**src/rtl/lcd_ctrl.sv**
```systemverilog
// HD44780 4-bit-bus LCD controller: autonomous power-up/init sequence, then
// streams host command/data bytes from a small FIFO to the panel pins.
module lcd_ctrl #(
    parameter int CLOCK_RATE = 1000,
    parameter int EN_CYCLES  = 1,
    parameter int FIFO_DEPTH = 4,
    parameter bit TWO_LINE   = 1'b1
) (
    input  logic       clk,
    input  logic       reset,
    input  logic       cmd_valid,
    output logic       cmd_ready,
    input  logic       cmd_rs,
    input  logic [7:0] cmd_data,
    output logic       init_done,
    output logic       busy,
    output logic       en,
    output logic       rs,
    output logic [3:0] data
);
    localparam int TICK_DIV = CLOCK_RATE / 1000;
    localparam int CW = $clog2(40*TICK_DIV + 4*EN_CYCLES + 10*TICK_DIV + 1);
    localparam int PW = $clog2(FIFO_DEPTH);

    localparam logic [CW-1:0] PWR_END = CW'(40*TICK_DIV - 1);
    localparam logic [CW-1:0] EN1     = CW'(EN_CYCLES);
    localparam logic [CW-1:0] EN2     = CW'(2*EN_CYCLES);
    localparam logic [CW-1:0] EN3     = CW'(3*EN_CYCLES);
    localparam logic [CW-1:0] EN4     = CW'(4*EN_CYCLES);
    localparam logic [CW-1:0] EN2M1   = CW'(2*EN_CYCLES - 1);
    localparam logic [CW-1:0] TICK1   = CW'(TICK_DIV);
    localparam logic [CW-1:0] TICK2   = CW'(2*TICK_DIV);
    localparam logic [CW-1:0] TICK5   = CW'(5*TICK_DIV);
    localparam logic [PW:0]   FULL_COUNT = (PW+1)'(FIFO_DEPTH);
    localparam logic [7:0]    FUNC_SET = TWO_LINE ? 8'h28 : 8'h20;

    typedef enum logic [2:0] {
        POWERUP, INIT_NIB, INIT_BYTE, IDLE, SEND_HI, SEND_LO, WAIT
    } state_t;

    state_t        state, state_n;
    logic [CW-1:0] cnt, cnt_n;
    logic [1:0]    step, step_n;
    logic          en_n, rs_n, done_n;
    logic [3:0]    data_n;
    logic [7:0]    cur_byte, byte_n;
    logic          cur_rs, brs_n;

    logic [8:0]    mem [FIFO_DEPTH];
    logic [PW:0]   wr_ptr, rd_ptr, count_n;
    logic [8:0]    head;
    logic          push, pop, empty;

    logic [7:0]    init_byte;
    logic [CW-1:0] nib_wait, init_wait, send_wait;
    logic [CW-1:0] nib_end, ibyte_end, wait_end;

    // Clear/home instructions need the long post-byte wait.
    function automatic logic [CW-1:0] post_wait(input logic r, input logic [7:0] b);
        return (!r && (b == 8'h01 || b == 8'h02 || b == 8'h03)) ? TICK2 : TICK1;
    endfunction

    assign empty   = (wr_ptr == rd_ptr);
    assign head    = mem[rd_ptr[PW-1:0]];
    assign push    = cmd_valid && cmd_ready;
    assign count_n = (wr_ptr - rd_ptr) + {{PW{1'b0}}, push} - {{PW{1'b0}}, pop};
    assign busy    = (state != IDLE) || !empty;

    always_comb begin
        unique case (step)
            2'd0:    init_byte = FUNC_SET;
            2'd1:    init_byte = 8'h0C;
            2'd2:    init_byte = 8'h06;
            default: init_byte = 8'h01;
        endcase
        unique case (step)
            2'd0, 2'd1: nib_wait = TICK5;
            2'd2:       nib_wait = TICK1;
            default:    nib_wait = '0;
        endcase
        init_wait = post_wait(1'b0, init_byte);
        send_wait = post_wait(cur_rs, cur_byte);
        nib_end   = EN2 + nib_wait - CW'(1);
        ibyte_end = EN4 + init_wait - CW'(1);
        wait_end  = send_wait - CW'(1);
    end

    always_comb begin
        state_n = state;
        cnt_n   = cnt + CW'(1);
        step_n  = step;
        en_n    = en;
        rs_n    = rs;
        data_n  = data;
        done_n  = init_done;
        byte_n  = cur_byte;
        brs_n   = cur_rs;
        pop     = 1'b0;
        unique case (state)
            POWERUP: begin
                if (cnt == PWR_END) begin
                    state_n = INIT_NIB;
                    cnt_n   = '0;
                end
            end
            INIT_NIB: begin
                if (cnt == '0) begin
                    en_n   = 1'b1;
                    rs_n   = 1'b0;
                    data_n = (step == 2'd3) ? 4'h2 : 4'h3;
                end else if (cnt == EN1) begin
                    en_n = 1'b0;
                end
                if (cnt == nib_end) begin
                    cnt_n  = '0;
                    step_n = step + 2'd1;
                    if (step == 2'd3) state_n = INIT_BYTE;
                end
            end
            INIT_BYTE: begin
                if (cnt == '0) begin
                    en_n   = 1'b1;
                    rs_n   = 1'b0;
                    data_n = init_byte[7:4];
                end else if (cnt == EN1 || cnt == EN3) begin
                    en_n = 1'b0;
                end else if (cnt == EN2) begin
                    en_n   = 1'b1;
                    data_n = init_byte[3:0];
                end
                if (cnt == ibyte_end) begin
                    cnt_n  = '0;
                    step_n = step + 2'd1;
                    if (step == 2'd3) begin
                        state_n = IDLE;
                        done_n  = 1'b1;
                    end
                end
            end
            IDLE: begin
                cnt_n = '0;
                if (init_done && !empty) begin
                    pop     = 1'b1;
                    byte_n  = head[7:0];
                    brs_n   = head[8];
                    state_n = SEND_HI;
                end
            end
            SEND_HI, SEND_LO: begin
                if (cnt == '0) begin
                    en_n   = 1'b1;
                    rs_n   = cur_rs;
                    data_n = (state == SEND_HI) ? cur_byte[7:4] : cur_byte[3:0];
                end else if (cnt == EN1) begin
                    en_n = 1'b0;
                end
                if (cnt == EN2M1) begin
                    cnt_n   = '0;
                    state_n = (state == SEND_HI) ? SEND_LO : WAIT;
                end
            end
            WAIT: begin
                if (cnt == wait_end) begin
                    cnt_n   = '0;
                    state_n = IDLE;
                end
            end
            default: state_n = POWERUP;
        endcase
    end

    always_ff @(posedge clk) begin
        if (reset) begin
            state     <= POWERUP;
            cnt       <= '0;
            step      <= '0;
            en        <= 1'b0;
            rs        <= 1'b0;
            data      <= '0;
            init_done <= 1'b0;
            cur_byte  <= '0;
            cur_rs    <= 1'b0;
        end else begin
            state     <= state_n;
            cnt       <= cnt_n;
            step      <= step_n;
            en        <= en_n;
            rs        <= rs_n;
            data      <= data_n;
            init_done <= done_n;
            cur_byte  <= byte_n;
            cur_rs    <= brs_n;
        end
    end

    // Pointers carry an extra wrap bit so full and empty are distinguishable.
    always_ff @(posedge clk) begin
        if (reset) begin
            wr_ptr    <= '0;
            rd_ptr    <= '0;
            cmd_ready <= 1'b1;
        end else begin
            if (push) wr_ptr <= wr_ptr + (PW+1)'(1);
            if (pop)  rd_ptr <= rd_ptr + (PW+1)'(1);
            cmd_ready <= (count_n != FULL_COUNT);
        end
    end

    always_ff @(posedge clk) begin
        if (push) mem[wr_ptr[PW-1:0]] <= {cmd_rs, cmd_data};
    end
endmodule
```
**config.mk**
```make
export PLATFORM = sky130hd
export DESIGN_NAME = lcd_ctrl
export DESIGN_NICKNAME = d
export VERILOG_FILES = /design/src/rtl/lcd_ctrl.sv
export SDC_FILE = /design/constraint.sdc
export NUM_CORES = 1
export LEC_CHECK = 0
export BUFFER_PORTS_ARGS = -buffer_cell sky130_fd_sc_hd__buf_2
export CORE_UTILIZATION = 65
export DETAILED_ROUTE_END_ITERATION = 12
export PLACE_DENSITY = 0.93
export SLEW_MARGIN = 20
export SYNTH_ARGS = -nofsm -noshare
export SYNTH_HDL_FRONTEND = slang
export SYNTH_SLANG_ARGS = --single-unit
export TNS_END_PERCENT = 1
```
**constraint.sdc**
```tcl
create_clock -name clk -period 5.65 [get_ports clk]
set_clock_uncertainty 0.1 [all_clocks]
set_input_delay 1.13 -clock clk [delete_from_list [all_inputs] [get_ports clk]]
set_output_delay 1.13 -clock clk [all_outputs]
set_load 0.02 [all_outputs]
```
==> results_dict.tcl <==
set metrics [dict create \
    grt_pass1_wl_microns 10140 \
    ys.warnings.count 0 \
    hpwlAfterDp_microns 4491 \
    place_congestion 0.8876 \
    p_switching_uw 256.5 \
    post_layout_nonfiller_instances 389 \
    syn_nets 332 \
    antenna_cells 0 \
    worst_ep_arrival_time_ns 4.41 \
    pwr-share-clk_pct 38.0 \
    reg2reg_slack_ns 1.37 \
    drt-total-wl_microns 6381 \
    synth-compound-area-share_pct 10.90 \
    fin_nets 345 \
    min_to "data[1]" \
    slowest_stage "dfxtp_1" \
    cp-end-kind "flip-flop" \
    synth_top_family_by_area "simple AND/OR/NAND/NOR gates" \
    setup_tns_ns 0 \
    comb_power_share_pct 5.9 \
    fin_area_sq_um 3715 \
    fmax_mhz 233.8 \
    viasPerCell 6.031 \
    fin_crit_sh_pct 75.71 \
    drc 0 \
    io_pins 21 \
    start_util_pct 67.38 \
    pwr-share-seq_pct 56.1 \
    r2r-start "rd_ptr[0]" \
    post-cts-setup-buffers 0 \
    root_buffer "clkbuf_8" \
    grt_max_degree 37 \
    netlist-cell-type-count 56 \
    crit_fanout 13 \
    cts_max_level 3 \
    critPathKind "flip-flop to flip-flop" \
    power_density_nw_per_um2 269.3 \
    max_slew.worst_pin.slew_ns 0.9163 \
    synthSimpleGateAreaFrac_pct 14.60 \
    p_leak_uw 0.001296 \
    synth_edf_count 36 \
    fp.dieW_microns 74.53 \
    grt_antenna_before_repair 0 \
    yosys-mux-area-fraction_pct 8.123 \
    hold_start "data[1]" \
    track_usage_pct 25.47 \
    clk_latency_ns 0.35 \
    ir_drop_uv 258.2 \
    area_growth_pct 8.635 \
    synthFlopType "edfxtp_1" \
    design.die.area_sq_um 5555 \
    filler_cell_count 344 \
    grt-ovfl-total 0 \
    whs_path_depth 2 \
    portBuffers 20 \
    drive_gt1_share_pct 18.18 \
    fin_crit_ns 4.277 \
    syn_area_sq_um 3420 \
    rsz0062_at_grt "no" \
    cts_tree "yes" \
    pre_cts_ws_ns 1.345 \
    place_inst 373 \
    ctsResizeCount 0 \
    hp-class "flip-flop to flip-flop" \
    rows 26 \
    slew_violations 0 \
    synth_xor_xnor_area_share_pct 3.842 \
    cts_buffer_depth 2 \
    die_y_microns 74.53 \
    final_common_cell "edfxtp_1" \
    drt_first_iter_violations 231 \
    reg2reg_depth 9 \
    place_area_sq_um 3528 \
    hold_viol 0 \
    setup_slack_ns 1.373 \
    cts_buffers 9 \
    synth-adder-area-share_pct 7.391 \
    r2r_end "cmd_ready" \
    cp-start-kind "flip-flop" \
    setup_viol 0 \
    most-common-layout-cells "36 x edfxtp_1, 35 x nand2_1, 34 x dfxtp_1" \
    avgSynthCellArea_sq_um 11.36 \
    dr.pass1.iters 5 \
    outcome "complete, no violations" \
    syn_inst 301 \
    p_int_uw 743.9 \
    synth_seq_cells 70 \
    antenna_left 0 \
    maxSlewHeadroom_pct 38.63 \
    grt_pass1_vias 2202 \
    cts.sinks 70 \
    drv_cap 0 \
    clk_pin_slew_worst_paths_ns 0.08 \
    p_sw_share_pct 25.64 \
    coreArea_sq_um 5075 \
    synth-seq-area-share_pct 51.52 \
    critPathMaxStageDelay_ns 0.80 \
    async_flop_share_pct 0 \
    required_ns 5.78 \
    via_count 2346 \
    path_cells "xnor2_1 > a31oi_1 > inv_1 > fa_1 > fa_1 > ha_1 > xor2_1 > xnor2_1 > or4_1" \
    avgRoutedWirePerCell_microns 16.40 \
    hold_buffers 0 \
]
[stage by stage]
step,hold WS [ns],power [uW],utilization [%]
after floorplan,0.3425,613.0,-
after global placement,0.3594,628.3,69.53
after detailed placement,0.3668,632.2,69.53
after CTS,0.3782,1010,73.20
after global routing,0.4027,1039,73.20
final,0.3773,1000,73.20
[Yosys cell counts (2+ instances only)]
cell type	instances	area, sq um
nand4b_1	2	17.52
o211ai_1	2	15.01
buf_1	3	11.26
inv_1	12	45.04
o21ai_0	5	25.02
nor3b_1	3	22.52
xor2_1	5	43.79
or4_4	2	22.52
ha_1	17	212.7
a31oi_1	3	18.77
o22ai_1	3	18.77
buf_2	3	15.01
edfxtp_1	36	1081
mux4_2	9	202.7
or3_1	3	18.77
nor3_1	7	35.03
mux2i_1	3	30.03
nand3b_1	2	15.01
nand2_1	35	131.4
clkbuf_1	11	41.29
xnor2_1	10	87.58
nand4_1	4	25.02
fa_1	2	40.04
and3_1	4	25.02
nor2_1	17	63.81
a21oi_1	21	105.1
nand2b_1	4	25.02
mux2_2	4	45.04
nand3_1	4	20.02
nor2b_1	3	18.77
a211oi_1	4	30.03
dfxtp_1	34	680.7
[worst max-delay path, delay by kind of cell (launching register included)]
family	cells	cell delay, ns
AND/OR/NAND/NOR	1	0.41
buffers and inverters	1	0.42
AO/OA/AOI/OAI	1	0.71
XOR/XNOR	3	0.53
flip-flops	1	0.80
adder cells (fa/ha/maj)	3	1.18
[worst max path at each step]
stage / start / endpoint / slack, ns / cells past startpoint
after detailed placement: rd_ptr[0] / cmd_ready / 1.34 / 9
after floorplan: state[0] / cmd_ready / 2.36 / 12
after CTS: rd_ptr[0] / cmd_ready / 1.31 / 9
final: rd_ptr[0] / cmd_ready / 1.37 / 9
after global routing: rd_ptr[0] / cmd_ready / 0.94 / 9
after global placement: rd_ptr[0] / cmd_ready / 1.54 / 9
[state kept, by name, summed over array words and instances, names as in the netlist, 2 cells and up]
register,cells
state,3
rd_ptr,3
data,4
wr_ptr,3
step,2
mem,36
cnt,6
cur_byte,8
[kinds of logic after synthesis]
logic type / after synthesis
AO/OA/AOI/OAI: 55
XOR/XNOR: 15
adder cells (fa/ha/maj): 19
buffers and inverters: 30
flip-flops: 70
multiplexers: 16
AND/OR/NAND/NOR: 96
[final cells by class]
class                   instances  area (sq um)  share of cell area (%)
clock inverters                 7         62.56                   1.684
inverters                      12         45.04                   1.213
repair buffers                 20         100.1                   2.695
well taps                      70         87.58                   2.358
flip-flops and latches         70          1762                   47.42
multi-input cells             201          1534                   41.29
clock buffers                   9         123.9                   3.334
[power groups by stage]
stage	logic (uW)	registers [uW]	clock network (uW)
global route	66.5	563	409
detailed placement	58.9	573	0
finish	59.1	561	380
global placement	56.5	572	0
CTS	59.4	561	389
floorplan	45.1	568	0
[routing by layer]
layer | track usage [%] | wire [microns]
met1 | 30.21 | 2663
met3 | 7.588 | 289
met5 | 0 | 0
met4 | 9.434 | 104
met2 | 43.84 | 3323
No activity file was read; power rests on OpenSTA's default activity.
